--- src/rtl/booth_pkg.sv ---
// booth_pkg: shared types and the radix-4 Booth window encoder
package booth_pkg;

    typedef enum logic [2:0] {ZERO, POS1, POS2, NEG1, NEG2} booth_digit_e;

    typedef enum logic [1:0] {IDLE, CALC, DONE} state_e;

    // {m[2],m[1],m[0]} -> digit in {0,+1,+2,-1,-2}
    function automatic booth_digit_e booth_encode(input logic [2:0] w);
        return (w == 3'b000 || w == 3'b111) ? ZERO :
               (w == 3'b011) ? POS2 :
               (w == 3'b100) ? NEG2 :
               w[2] ? NEG1 : POS1;
    endfunction

endpackage

--- src/rtl/booth_r4_ppgen.sv ---
// booth_r4_ppgen: combinational radix-4 Booth partial-product generator
// Ports: window (3-bit multiplier window), md (N+2-bit extended multiplicand),
//        pp (digit x md, N+2 bits), is_zero (digit is 0)
module booth_r4_ppgen
    import booth_pkg::*;
#(
    parameter int N = 32
) (
    input  logic [2:0]   window,
    input  logic [N+1:0] md,
    output logic [N+1:0] pp,
    output logic         is_zero
);

    booth_digit_e digit;
    logic [N+1:0] mag;

    always_comb begin
        digit   = booth_encode(window);
        mag     = (digit == POS2 || digit == NEG2) ? md << 1 : md;
        pp      = (digit == ZERO) ? '0 : (digit == NEG1 || digit == NEG2) ? -mag : mag;
        is_zero = digit == ZERO;
    end

endmodule

--- src/rtl/booth_r4_seq_mult.sv ---
// booth_r4_seq_mult: sequential radix-4 Booth multiplier, one digit per clock
// Ports: clk, reset (async, active-high); in_valid/in_ready/signed_mode/md/mr
//        operand handshake; out_valid/out_ready/product/zero_digits result
//        handshake (product = md*mr, zero_digits = count of zero Booth digits)
module booth_r4_seq_mult
    import booth_pkg::*;
#(
    parameter int N     = 32,
    parameter int CNT_W = $clog2(N/2+2)
) (
    input  logic             clk,
    input  logic             reset,
    input  logic             in_valid,
    output logic             in_ready,
    input  logic             signed_mode,
    input  logic [N-1:0]     md,
    input  logic [N-1:0]     mr,
    output logic             out_valid,
    input  logic             out_ready,
    output logic [2*N-1:0]   product,
    output logic [CNT_W-1:0] zero_digits
);

    localparam int W = N + 3;

    state_e           state;
    logic [N+1:0]     md_q;
    logic [W-1:0]     acc;
    logic [W-1:0]     mreg;
    logic [CNT_W-1:0] cnt;
    logic [CNT_W-1:0] zcnt;
    logic             sgn;
    logic [N+1:0]     pp;
    logic             is_zero;
    logic [W-1:0]     acc_sum;
    logic [2*W-1:0]   shifted;
    logic             accept;
    logic             ext_md;
    logic             ext_mr;

    booth_r4_ppgen #(.N(N)) u_ppgen (
        .window  (mreg[2:0]),
        .md      (md_q),
        .pp      (pp),
        .is_zero (is_zero)
    );

    assign in_ready = state == IDLE || (state == DONE && out_ready);
    assign accept   = in_valid && in_ready;
    assign ext_md   = signed_mode & md[N-1];
    assign ext_mr   = signed_mode & mr[N-1];
    // zero digits leave acc untouched so its adder inputs do not toggle
    assign acc_sum  = is_zero ? acc : acc + {pp[N+1], pp};
    assign shifted  = $signed({acc_sum, mreg}) >>> 2;

    // after D shifts the weight-1 bit sits at index N+3-2D: 3 signed, 1 unsigned
    always_ff @(posedge clk or posedge reset) begin
        if (reset) begin
            state       <= IDLE;
            out_valid   <= 1'b0;
            product     <= '0;
            zero_digits <= '0;
            md_q        <= '0;
            acc         <= '0;
            mreg        <= '0;
            cnt         <= '0;
            zcnt        <= '0;
            sgn         <= 1'b0;
        end else if (accept) begin
            state     <= CALC;
            out_valid <= 1'b0;
            md_q      <= {{2{ext_md}}, md};
            mreg      <= {{2{ext_mr}}, mr, 1'b0};
            acc       <= '0;
            cnt       <= signed_mode ? CNT_W'(N/2) : CNT_W'(N/2 + 1);
            zcnt      <= '0;
            sgn       <= signed_mode;
        end else if (state == CALC) begin
            {acc, mreg} <= shifted;
            cnt         <= cnt - 1'b1;
            zcnt        <= zcnt + CNT_W'(is_zero);
            if (cnt == CNT_W'(1)) begin
                state       <= DONE;
                out_valid   <= 1'b1;
                product     <= sgn ? shifted[3 +: 2*N] : shifted[1 +: 2*N];
                zero_digits <= zcnt + CNT_W'(is_zero);
            end
        end else if (state == DONE && out_ready) begin
            state     <= IDLE;
            out_valid <= 1'b0;
        end
    end

endmodule
--- config.mk ---
export PLATFORM = sky130hd
export DESIGN_NAME = booth_r4_seq_mult
export DESIGN_NICKNAME = d
export VERILOG_FILES = /design/src/rtl/booth_pkg.sv /design/src/rtl/booth_r4_ppgen.sv /design/src/rtl/booth_r4_seq_mult.sv
export SDC_FILE = /design/constraint.sdc
export NUM_CORES = 1
export LEC_CHECK = 0
export ABC_CLOCK_PERIOD_IN_PS = 8130
export BUFFER_PORTS_ARGS = -buffer_cell sky130_fd_sc_hd__buf_2
export CAP_MARGIN = 20
export CORE_AREA = 2 2 153 155
export CTS_BUF_LIST = sky130_fd_sc_hd__clkbuf_16
export CTS_CLUSTER_SIZE = 40
export DETAILED_ROUTE_END_ITERATION = 6
export DIE_AREA = 0 0 155 157
export GPL_TIMING_DRIVEN = 1
export PLACE_DENSITY = 0.83
export SLEW_MARGIN = 15
export SYNTH_ARGS = -nofsm -noshare
export SYNTH_HDL_FRONTEND = slang
export SYNTH_HIERARCHICAL = 1
export SYNTH_SLANG_ARGS = --single-unit
--- constraint.sdc ---
create_clock -name clk -period 8.13 [get_ports clk]
set_input_delay 1.626 -clock clk [delete_from_list [all_inputs] [get_ports clk]]
set_output_delay 1.626 -clock clk [all_outputs]
set_load 0.01 [all_outputs]
== Word level (Yosys, flattened, before mapping) ==
Cells that the tools add are included.
Operators by class
  eq/ne operators: 10
  add/subtract/negate cells: 4
  bitwise logic cells: 3
  muxes and demuxes: 26
  reductions and logical operators: 13
Operators with widths (count)
  $mux W35: 5
  $mux W34: 2
  $mux W64: 1
  $add A35 B35 Y35: 1
  $neg A34 Y34: 1
  $mux W33: 1
  $mux W5: 4
  $mux W2: 5
  $eq A3 B2 Y1 const B: 3
  $eq A3 B3 Y1 const B: 3
  $mux W3: 3
  $logic_not A3 Y1: 2
  $add A5 B1 Y5: 1
  $eq A5 B1 Y1 const B: 1
  $mux W1: 5
  $sub A5 B1 Y5 const B: 1
  $logic_or A1 B1 Y1: 4
  $ne A3 B2 Y1 const B: 1
  $reduce_and A3 Y1: 1
  $reduce_bool A3 Y1: 1
  $and A1 B1 Y1: 2
  $eq A2 B1 Y1 const B: 1
  $eq A2 B2 Y1 const B: 1
  $logic_and A1 B1 Y1: 2
  other kinds (4): 4
Word-level totals
  logic and storage cells: 66
  output and inout bits: 71
  flip-flop bits (word level): 186
  bits of input ports: 69

== Logic depth before layout (Yosys ltp) ==
Gate-level depths: netlist of run 1.
  word-level depth: 14
  depth in mapped cells: 26
  depth with buffers taken out: 19

== Cells and area by module ==
Netlist of run 1, hierarchy kept.
Modules (own cells, without submodules)
  booth_r4_seq_mult: instances 1, area an instance 9984.6 sq um, cells each 1131, sequential area each 4579.4 sq um
  booth_r4_ppgen: instances 1, area an instance 2371.0 sq um, cells each 369, sequential area each 0.0 sq um

== Least setup slack after synthesis of run 1 ==
OpenSTA, ideal clock, no wires.
  path kind: register to register
  start: reg mreg[1]
  end: reg product[60]
  library setup time: 121 ps
  stages on the path, launching flop included: 26
  required time: 8009 ps
  arrival time: 5529 ps
  path buffers: 6
  period minus slack after synthesis: 5650 ps
  setup slack: 2480 ps
  path through: dfrtp_1 > buf_6 > or3b_4 > buf_6 > buf_2 > nand2_1 > clkbuf_1 > clkbuf_1 > mux2i_1 > ha_1 > o32a_1 > clkbuf_1 > nand2_1 > a221oi_1 > xnor2_1 > nor2_1 > ha_1 > a21oi_2 > o21ai_1 > a2111o_1 > a21oi_2 > o21ai_2 > a21o_1 > or4_4 > a31o_1 > a22o_1
Between the ends
  cells in the longest elaborated chain, start to end: 13
  elaborated cells between the ends (all ways): 21
  those cells by class: add/sub (2); eq/ne (6); mux (8); reduce/logical (5)
RTL lines
  start, declared: RTL line booth_r4_seq_mult.sv:29  | logic [W-1:0] mreg;
  start signal, assigned: RTL line booth_r4_seq_mult.sv:73  | mreg <= {{2{ext_mr}}, mr, 1'b0};
  start signal, assigned: RTL line booth_r4_seq_mult.sv:79  | {acc, mreg} <= shifted;
  $eq A3 B3 Y1: RTL line booth_pkg.sv:12  | (w == 3'b100) ? NEG2 :
  $mux W3: RTL line booth_pkg.sv:12
  $mux W3: RTL line booth_pkg.sv:11  | (w == 3'b011) ? POS2 :
  $mux W3 *: RTL line booth_pkg.sv:10  | return (w == 3'b000 || w == 3'b111) ? ZERO :
  $eq A3 B2 Y1 / $eq A3 B3 Y1 (equally long branches): RTL line booth_r4_ppgen.sv:20, booth_r4_ppgen.sv:21
  $logic_or A1 B1 Y1: RTL line booth_r4_ppgen.sv:20  | mag = (digit == POS2 || digit == NEG2) ? md << 1 : md;
  $mux W33: RTL line booth_r4_ppgen.sv:20
  $neg A34 Y34: RTL line booth_r4_ppgen.sv:21  | pp = (digit == ZERO) ? '0 : (digit == NEG1 || digit == NEG2) ? -mag : mag;
  $mux W34: RTL line booth_r4_ppgen.sv:21
  $mux W34 *: RTL line booth_r4_ppgen.sv:21
  via pp[14]: RTL line booth_r4_seq_mult.sv:33  | logic [N+1:0] pp;
  $add A35 B35 Y35 *: RTL line booth_r4_seq_mult.sv:53  | assign acc_sum = is_zero ? acc : acc + {pp[N+1], pp};
  $mux W35 *: RTL line booth_r4_seq_mult.sv:53
  $mux W64 *: RTL line booth_r4_seq_mult.sv:85  | product <= sgn ? shifted[3 +: 2*N] : shifted[1 +: 2*N];
  end signal, assigned: RTL line booth_r4_seq_mult.sv:85
  end, declared: RTL line booth_r4_seq_mult.sv:20  | output logic [2*N-1:0] product,
Mark *: on every way through the listed nets, which the timed path passes. The rest lies on a longest branch.
A chain may end at the register's enable or synchronous reset.

== Worst setup path in the final report of run 1 ==
  start: reg mreg[2]
  end: reg product[61]
Between the ends
  cells in the longest elaborated chain, start to end: 13
  elaborated cells between the ends (all ways): 22
  those cells by class: add/sub (2); eq/ne (6); mux (9); reduce/logical (5)
RTL lines (RTL line)
  $eq A3 B3 Y1 / $mux W2 (equally long branches): booth_pkg.sv:12, booth_pkg.sv:13
  $mux W3: booth_pkg.sv:12
  $mux W3: booth_pkg.sv:11
  $mux W3 *: booth_pkg.sv:10
  $eq A3 B2 Y1 / $eq A3 B3 Y1 (equally long branches): booth_r4_ppgen.sv:20, booth_r4_ppgen.sv:21
  $logic_or A1 B1 Y1: booth_r4_ppgen.sv:20
  $mux W33: booth_r4_ppgen.sv:20
  $neg A34 Y34: booth_r4_ppgen.sv:21
  $mux W34: booth_r4_ppgen.sv:21
  $mux W34 *: booth_r4_ppgen.sv:21
  via pp[8]: booth_r4_seq_mult.sv:33
  $add A35 B35 Y35 *: booth_r4_seq_mult.sv:53
  $mux W35 *: booth_r4_seq_mult.sv:53
  $mux W64 *: booth_r4_seq_mult.sv:85
Marked as above.

==> flow_summary.yaml, run 1 <==
timing:
  fin_crit_ps: 6239
  rsz0062_at_grt: "false"
  hold_violations: 0
  final_max_slew_viol_count: 0
  holdWs_ps: 468.7
  worst_pin_slew_ps: 1070
  setup_viol: 0
  fmax_mhz: 160.3
  fin_skew_ps: 14.37
  period_share_pct: 76.74
  slew_headroom_pct: 28.52
  tns_ps: 0
finish:
  area_growth_pct: 11.74
  drive_gt1_share_pct: 15.16
  nNetsFinal: 1679
  diodes: 0
critical_path:
  cpPeakStageDelay_ps: 610
  worstPathRequired_ps: 8410
  cpMaxStageDelayCell: "dfrtp_1"
  path_cells: "buf_4 -> or3b_4 -> nand2_1 -> buf_4 -> mux2i_1 -> ha_1 -> o32a_1 -> o31a_1 -> nand2_1 -> o21ai_0 -> mux2_2 -> ha_1 -> a21oi_1 -> o21ai_0 -> a32oi_1 -> o211ai_1 -> a21oi_1 -> o31ai_1 -> o311ai_0 -> o311ai_0"
  cp_num_buf_inv: 2
  arrival_ps: 6520
  endpoint_kind: "flop"
  critPathLaunchType: "flop"
  critPathKind: "flop to flop"
  rr_worst_depth: 20
  crit_fanout: 23
  critical_path.top_delay_family: "compound AO/OA/AOI/OAI gates"
  cp.depth: 20
die:
  fp.dieW_um: 155
  die_h_um: 157
  die_area_mm2: 0.02434
  core_mm2: 0.02250
  initial_core_util_pct: 54.91
  rows: 55
  io-pin-count: 140
drt:
  post-route-drc-count: 0
  first_pass_iters: 6
  wl_per_cell_um: 18.76
  dr.first_iter.drc_count: 964
  via_per_inst: 6.216
  wl_um: 35050
  detail-route-antenna-nets: 0
  vias: 11610
status:
  status: "completed"
global_routing:
  grt-ovfl-total: 0
  grt_pass1_wl_um: 57770
  grt_usage_pct: 29.40
  antenna_found_initial: 0
  grt_pass1_vias: 11340
  grt_max_degree: 115
clocking:
  path_clk_slew_ps: 80
  htree_levels: 4
  cts_sinks: 183
  cts_buffers: 17
  tritoncts: "yes"
  clock-root-buffer: "clkbuf_16"
  postCtsSetupBuffers: 0
  insertion_delay_ps: 450
  holdBufCountCts: 0
  clockBufferDepth: 2
  post_cts_resized: 0
place:
  dp_hpwl_um: 24430
  place.port_buffers: 139
  gp_congestion: 0.9706
synthesis:
  synth_area_mm2: 0.01236
  ys_warn_count: 6
  synth_async_sr_flop_share_pct: 100.0
  yosysMostFrequentCell: "nand2_1"
  synth_flop_cell: "dfrtp_1"
  ys_types: 88
  synth_area_leaders: "dfrtp_1 37%, nand2_1 9.6%, o21ai_0 5.7%, mux2i_1 4.9%, ha_1 3.9%"
  yosys.area.top_type: "dfrtp_1"
  synth-seq-cells: 183
  yosys-top-cells-count: "316 x nand2_1, 183 x dfrtp_1, 141 x o21ai_0"
  ys_seq_area_share_pct: 37.06
  syn-mean-instance-area_um2: 8.237
  synth_edf_count: 0
  syn-instance-count: 1500
  synth_nets: 1609
  yosysTopAreaCellShare_pct: 37.06
job:
  maxCapViolations: 0
min_path:
  hold_path_depth: 2
  hp-class: "flop to flop"
==> flip-flops by register name, summed over array words and instances, names as in the netlist, 5 cells and up <==
signal	count
product	64
mreg	35
acc	33
md_q	33
cnt	5
zcnt	5
zero_digits	5
==> routing by layer <==
layer	up-vias	wire length (um)	global-route usage (%)
li1	5493	-	-
met1	5535	14630	38.10
met2	489	16520	48.08
met3	95	2588	6.278
met4	0	1306	12.17
met5	-	0	0
==> per-stage QoR <==
step	instance area (um^2)	setup WS, ps	util [%]	std cells
after floorplan	12360	1532	-	1500
after global placement	13140	2215	58.37	1835
after detailed placement	13140	2046	58.37	1835
after CTS	13780	2015	61.23	1867
after global routing	13810	1423	61.35	1868
final	13810	1891	61.35	1868
==> worst reg2reg max path, cell delays in order (launching register included) <==
cell and delay, ps:
dfrtp_1 610, buf_4 320, or3b_4 540, nand2_1 110, buf_4 270, mux2i_1 240, ha_1 240, o32a_1 380
o31a_1 290, nand2_1 60, o21ai_0 180, mux2_2 370, ha_1 360, a21oi_1 210, o21ai_0 180, a32oi_1 210
o211ai_1 180, a21oi_1 420, o31ai_1 220, o311ai_0 490, o311ai_0 210
==> layout by cell type (no fill, tap or decap), types with 14 or more instances in the layout <==
master / count
nand2_1: 314
dfrtp_1: 182
o21ai_0: 141
buf_2: 139
nor2_1: 99
a21oi_1: 72
mux2i_1: 60
nand3_1: 48
ha_1: 39
a22oi_1: 36
xnor2_1: 33
inv_1: 27
xor2_1: 22
mux2_2: 19
a21o_1: 19
clkbuf_16: 17
a211oi_1: 16
buf_4: 16
a31oi_1: 14
==> final cells by class <==
type / instances / area (um^2)
clock buffers: 17 / 425.4
clock inverters: 15 / 217.7
fillers: 1901 / 8697
inverters: 29 / 113.9
multi-input cells: 1183 / 7268
flip-flops and latches: 183 / 4581
well taps: 285 / 356.6
repair buffers: 156 / 843.3
==> worst paths after layout <==
path                                        to           start  slack, ps
worst max-delay path               product[61]         mreg[2]       1890
worst min-delay path            zero_digits[0]  zero_digits[0]        470
worst max register to register     product[61]         mreg[2]       1890
worst min register to register  zero_digits[0]  zero_digits[0]        470
max in group asynchronous              acc[21]           reset       5380
min in group asynchronous          product[12]           reset       1120
==> kinds of logic (layout without fill, tap and decap cells) <==
logic type | count (synthesis) | in the layout | share of synthesized area, %
AOI/OAI and AO/OA | 420 | 420 | 21.99
xor gates and xnor gates | 55 | 55 | 3.899
adders and majority gates | 40 | 40 | 4.111
buffers and inverters | 134 | 217 | 4.435
DFF | 183 | 183 | 37.06
muxes | 82 | 82 | 6.957
and+or+nand+nor | 586 | 586 | 21.54
Power of run 1 is not shown: default switching activity piles up to over one toggle a cycle in this logic, so the estimate is an artifact.
==> inputs of run 2 (changes only) <==
Settings changed: ABC_CLOCK_PERIOD_IN_PS 8130 to 6200.
Clock period 8.13 ns to 6.2 ns, I/O delays scaled along.
==> flow_summary.yaml, run 2 (synthesis gave the netlist of run 1 again) <==
clocking:
  cts_sinks: 183
  tritoncts: "yes"
  path_clk_slew_ps: 80
  cts_buffers: 17
  holdBufCountCts: 0
  htree_levels: 4
  postCtsSetupBuffers: 0
  clock-root-buffer: "clkbuf_16"
  clockBufferDepth: 2
  insertion_delay_ps: 450
global_routing:
  use_met1_pct: 39.13
  grt_max_degree: 184
  grt-ovfl-total: 0
  grt_pass1_wl_um: 57950
  antenna_found_initial: 0
  grt_pass1_vias: 11250
  grt_use_met2_pct: 48.55
  grt-busiest-layer: "met2"
  grt_usage_pct: 29.58
  grt_use_met3_pct: 4.846
die:
  core_mm2: 0.02250
  die_area_mm2: 0.02434
  initial_core_util_pct: 54.91
  io-pin-count: 140
  fp.dieW_um: 155
  rows: 55
  die_h_um: 157
finish:
  fin_area_mm2: 0.01384
  drive_gt1_share_pct: 15.49
  final_common_cell: "nand2_1"
  diodes: 0
  largest_register_ffs: 64
  regMostFlops: "product"
  area_growth_pct: 12.00
  nNetsFinal: 1684
  reg_top3: "product: 64 flops, mreg: 35 flops"
  final_cell_mix: "314 x nand2_1, 182 x dfrtp_1, 141 x o21ai_0"
status:
  violations: "design-rule violations"
  status: "finished, violations left"
timing:
  tns_ps: 0
  worst_pin_slew_ps: 1044
  hold_violations: 0
  slew_headroom_pct: 29.42
  fin_crit_ps: 5572
  fmax_mhz: 179.5
  setup_viol: 0
  period_share_pct: 89.87
  final_max_slew_viol_count: 0
  holdWs_ps: 475.2
  rsz0062_at_grt: "false"
  fin_skew_ps: 19.55
place:
  place_area_mm2: 0.01319
  place.port_buffers: 139
  gp_congestion: 0.9554
  dp_hpwl_um: 24660
drt:
  post-route-drc-count: 8
  wl_um: 35650
  vias: 11710
  via_per_inst: 6.250
  wl_per_cell_um: 19.03
  dr.first_iter.drc_count: 1158
  first_pass_iters: 7
  detail-route-antenna-nets: 0
critical_path:
  worstPathRequired_ps: 6520
  critPathKind: "flop to flop"
  critPathLaunchType: "flop"
  arrival_ps: 5890
  crit_fanout: 44
  endpoint_kind: "flop"
job:
  maxCapViolations: 0
min_path:
  hp-class: "flop to flop"
## run 2: metal layers
layer / share of wire [%] / vias up
met1: 43 / 5652
met3: 6.4 / 84
met5: 0 / -
met2: 47 / 461
li1: - / 5510
met4: 3.4 / 0
## run 2: worst max-delay path, stage by stage (launching register included)
cell	delay, ps
dfrtp_1	550
buf_4	440
nand3b_1	210
nand2_1	180
mux2i_1	220
ha_1	230
o32a_1	340
o31a_1	280
nand2_1	60
o21ai_0	190
mux2_2	370
ha_1	360
a21oi_1	190
o21ai_0	130
a21oi_1	160
o31ai_1	90
buf_4	170
a31oi_1	400
o31ai_1	200
xnor2_1	200
a211oi_1	310
o21ai_0	150
## run 2: through the flow
step | setup WS, ps | instances | util [%]
floorplan | 550.1 | 1500 | -
global placement | 853.5 | 1841 | 58.60
detailed placement | 735.1 | 1841 | 58.60
CTS | 698.9 | 1873 | 61.43
global route | 48.15 | 1873 | 61.50
finish | 628.3 | 1873 | 61.50
## run 2: path summary, 6_finish.rpt
check	cells past startpoint	endpoint	slack [ps]	from
max in group asynchronous	3	acc[6]	4360	reset
worst max-delay path	21	product[63]	630	mreg[1]
min in group asynchronous	3	md_q[27]	1040	reset
worst min-delay path	2	product[36]	480	product[36]
worst max register to register	21	product[63]	630	mreg[1]
worst min register to register	2	product[36]	480	product[36]
## run 2: final cells by class
| type | instances | area, um^2 |
|---|---|---|
| fill | 1960 | 8665 |
| multi-input combinational | 1183 | 7273 |
| inverter | 29 | 112.6 |
| clock buffer | 17 | 425.4 |
| timing repair buffer | 161 | 877.1 |
| clock inverter | 15 | 212.7 |
| tap | 285 | 356.6 |
| sequential | 183 | 4581 |
## run 2: repair_timing
item,in CTS,in global routing
endpoints found under the setup margin,0,1
hold endpoints to repair,0,0
resized for setup,0,2
Power of run 2 is left out for the same reason.
==> inputs of run 3 (changes only) <==
Settings changed: ABC_AREA set to 1, CORE_AREA 2 2 153 155 to 2 2 156 158, DIE_AREA 0 0 155 157 to 0 0 158 160.
==> flow_summary.yaml, run 3 <==
clocking:
  cts_sinks: 183
  post_cts_resized: 0
  insertion_delay_ps: 450
  tritoncts: "yes"
  clockBufferDepth: 2
  cts_buffers: 17
  path_clk_slew_ps: 80
  postCtsSetupBuffers: 0
  clock-root-buffer: "clkbuf_16"
  holdBufCountCts: 0
  htree_levels: 4
critical_path:
  cpMaxStageDelayCell: "nand2_2"
  critical_path.top_delay_family: "simple AND/OR/NAND/NOR gates"
  critPathKind: "flop to flop"
  arrival_ps: 5440
  cp_num_buf_inv: 2
  cpPeakStageDelay_ps: 740
  crit_fanout: 39
  worstPathRequired_ps: 6530
  ff2ff_setup_slack_ps: 1090
  critPathLaunchType: "flop"
  r2r_start: "mreg[2]"
  endpoint_kind: "flop"
  rr_worst_depth: 25
  reg2reg_to: "product[58]"
  crit_top_cell: "nand2_1"
finish:
  layout.cells.non_filler: 2343
  diodes: 0
  fin_area_mm2: 0.01419
  final_common_cell: "nand2_1"
  regMostFlops: "product"
  largest_register_ffs: 64
  drive_gt1_share_pct: 13.47
  area_growth_pct: 10.98
  reg_top3: "product: 64 flops, mreg: 35 flops"
  final_cell_mix: "732 x nand2_1, 224 x inv_1, 182 x dfrtp_1"
  nNetsFinal: 2115
drt:
  dr.first_iter.drc_count: 1087
  wl_met1_um: 16830
  wl_met3_um: 2150
  highest_layer: "met4"
  first_pass_iters: 5
  post-route-drc-count: 0
  detail-route-antenna-nets: 0
  via_per_inst: 5.371
  wl_per_cell_um: 15.39
  wl_um: 36060
  wl_met2_um: 16420
  vias: 12580
timing:
  period_share_pct: 82.36
  rsz0062_at_grt: "false"
  fin_skew_ps: 13.88
  setup_viol: 0
  final_max_slew_viol_count: 0
  holdWs_ps: 476.5
  fin_crit_ps: 5106
  hold_violations: 0
  tns_ps: 0
  worst_pin_slew_ps: 1076
  fmax_mhz: 195.8
  slew_headroom_pct: 28.19
job:
  maxCapViolations: 0
synthesis:
  synth-seq-cells: 183
  synth_async_sr_flop_share_pct: 100.0
  syn-mean-instance-area_um2: 6.680
  synth_edf_count: 0
  yosysMostFrequentCell: "nand2_1"
  ys_types: 51
  ys_warn_count: 6
  synth_area_mm2: 0.01278
  syn-instance-count: 1914
  yosys-top-cells-count: "732 x nand2_1, 226 x inv_1, 183 x dfrtp_1"
  yosysTopAreaCellShare_pct: 35.82
  synth_area_leaders: "dfrtp_1 36%, nand2_1 21%, inv_1 6.6%, nand3_1 5.4%, o21ai_0 5.4%"
  synth_nets: 2023
  synth_flop_cell: "dfrtp_1"
  yosys.area.top_type: "dfrtp_1"
  ys_seq_area_share_pct: 35.82
die:
  rows: 57
  initial_core_util_pct: 53.67
  core_mm2: 0.02382
  fp.dieW_um: 158
  die_h_um: 160
  die_area_mm2: 0.02528
  io-pin-count: 140
place:
  place.port_buffers: 139
  dp_hpwl_um: 26460
  place_area_mm2: 0.01357
  dpl.cell_count: 2311
  gp_congestion: 0.9825
global_routing:
  grt_pass1_vias: 11620
  grt_usage_pct: 28.96
  antenna_found_initial: 0
  grt_pass1_wl_um: 58860
  grt-ovfl-total: 0
  grt_max_degree: 184
min_path:
  min_to: "product[53]"
  worstHoldStart: "product[53]"
  hold_path_depth: 2
  hp-class: "flop to flop"
status:
  status: "completed"
==> run 3: cell types whose count changed in the layout (fill, tap and decap cells not counted), moves of 19 or more <==
cell / change
mux2_2: -19
nand3_2: +21
nand2_2: +37
xnor2_1: -31
nand2_1: +418
nand3_1: +90
inv_1: +197
mux2i_1: -59
a22oi_1: -34
o21ai_1: +21
a21oi_1: -20
==> run 3: per-layer routing <==
layer,GRT usage (%),up-vias
met2,45.93,441
met4,7.576,0
met3,2.578,46
li1,-,6281
met1,42.67,5816
met5,0,-
==> run 3: tightest hold or removal path, delay by kind of cell (launching register included) <==
kind | cells | cell delay [ps]
simple gates | 2 | 100
flops | 1 | 340
==> run 3: metrics by stage <==
step	util, %	setup slack, ps
after CTS	59.57	1167
final	59.57	1094
after global placement	56.95	1291
after detailed placement	56.95	1204
after global routing	59.57	611.5
after floorplan	-	2609
==> run 3: kinds of logic after synthesis <==
kind of cell,share of synthesized area (%)
compound gates,12.85
xor+xnor,0.9591
fa+ha+maj,3.973
buf+inv,10.16
flops,35.82
mux,0.07830
simple gates,36.16
==> run 3: final cells by class <==
cell class                      instances  area (um^2)
Fill cell                            2283         9632
Multi-Input combinational cell       1421         6907
Sequential cell                       183         4581
Inverter                              232        874.6
Timing Repair Buffer                  151        798.3
Clock buffer                           17        425.4
Tap cell                              324        405.4
Clock inverter                         15        197.7
==> run 3: how the worst max path moves through the flow <==
stage	startpoint	end	slack [ps]	cells past startpoint
after floorplan	reset	acc[0]	2610	1
after global placement	mreg[2]	product[58]	1290	25
after detailed placement	mreg[2]	product[58]	1200	25
after CTS	mreg[2]	product[58]	1170	25
after global routing	mreg[2]	product[60]	610	27
final	mreg[2]	product[58]	1090	25
Power of run 3 is left out for the same reason.
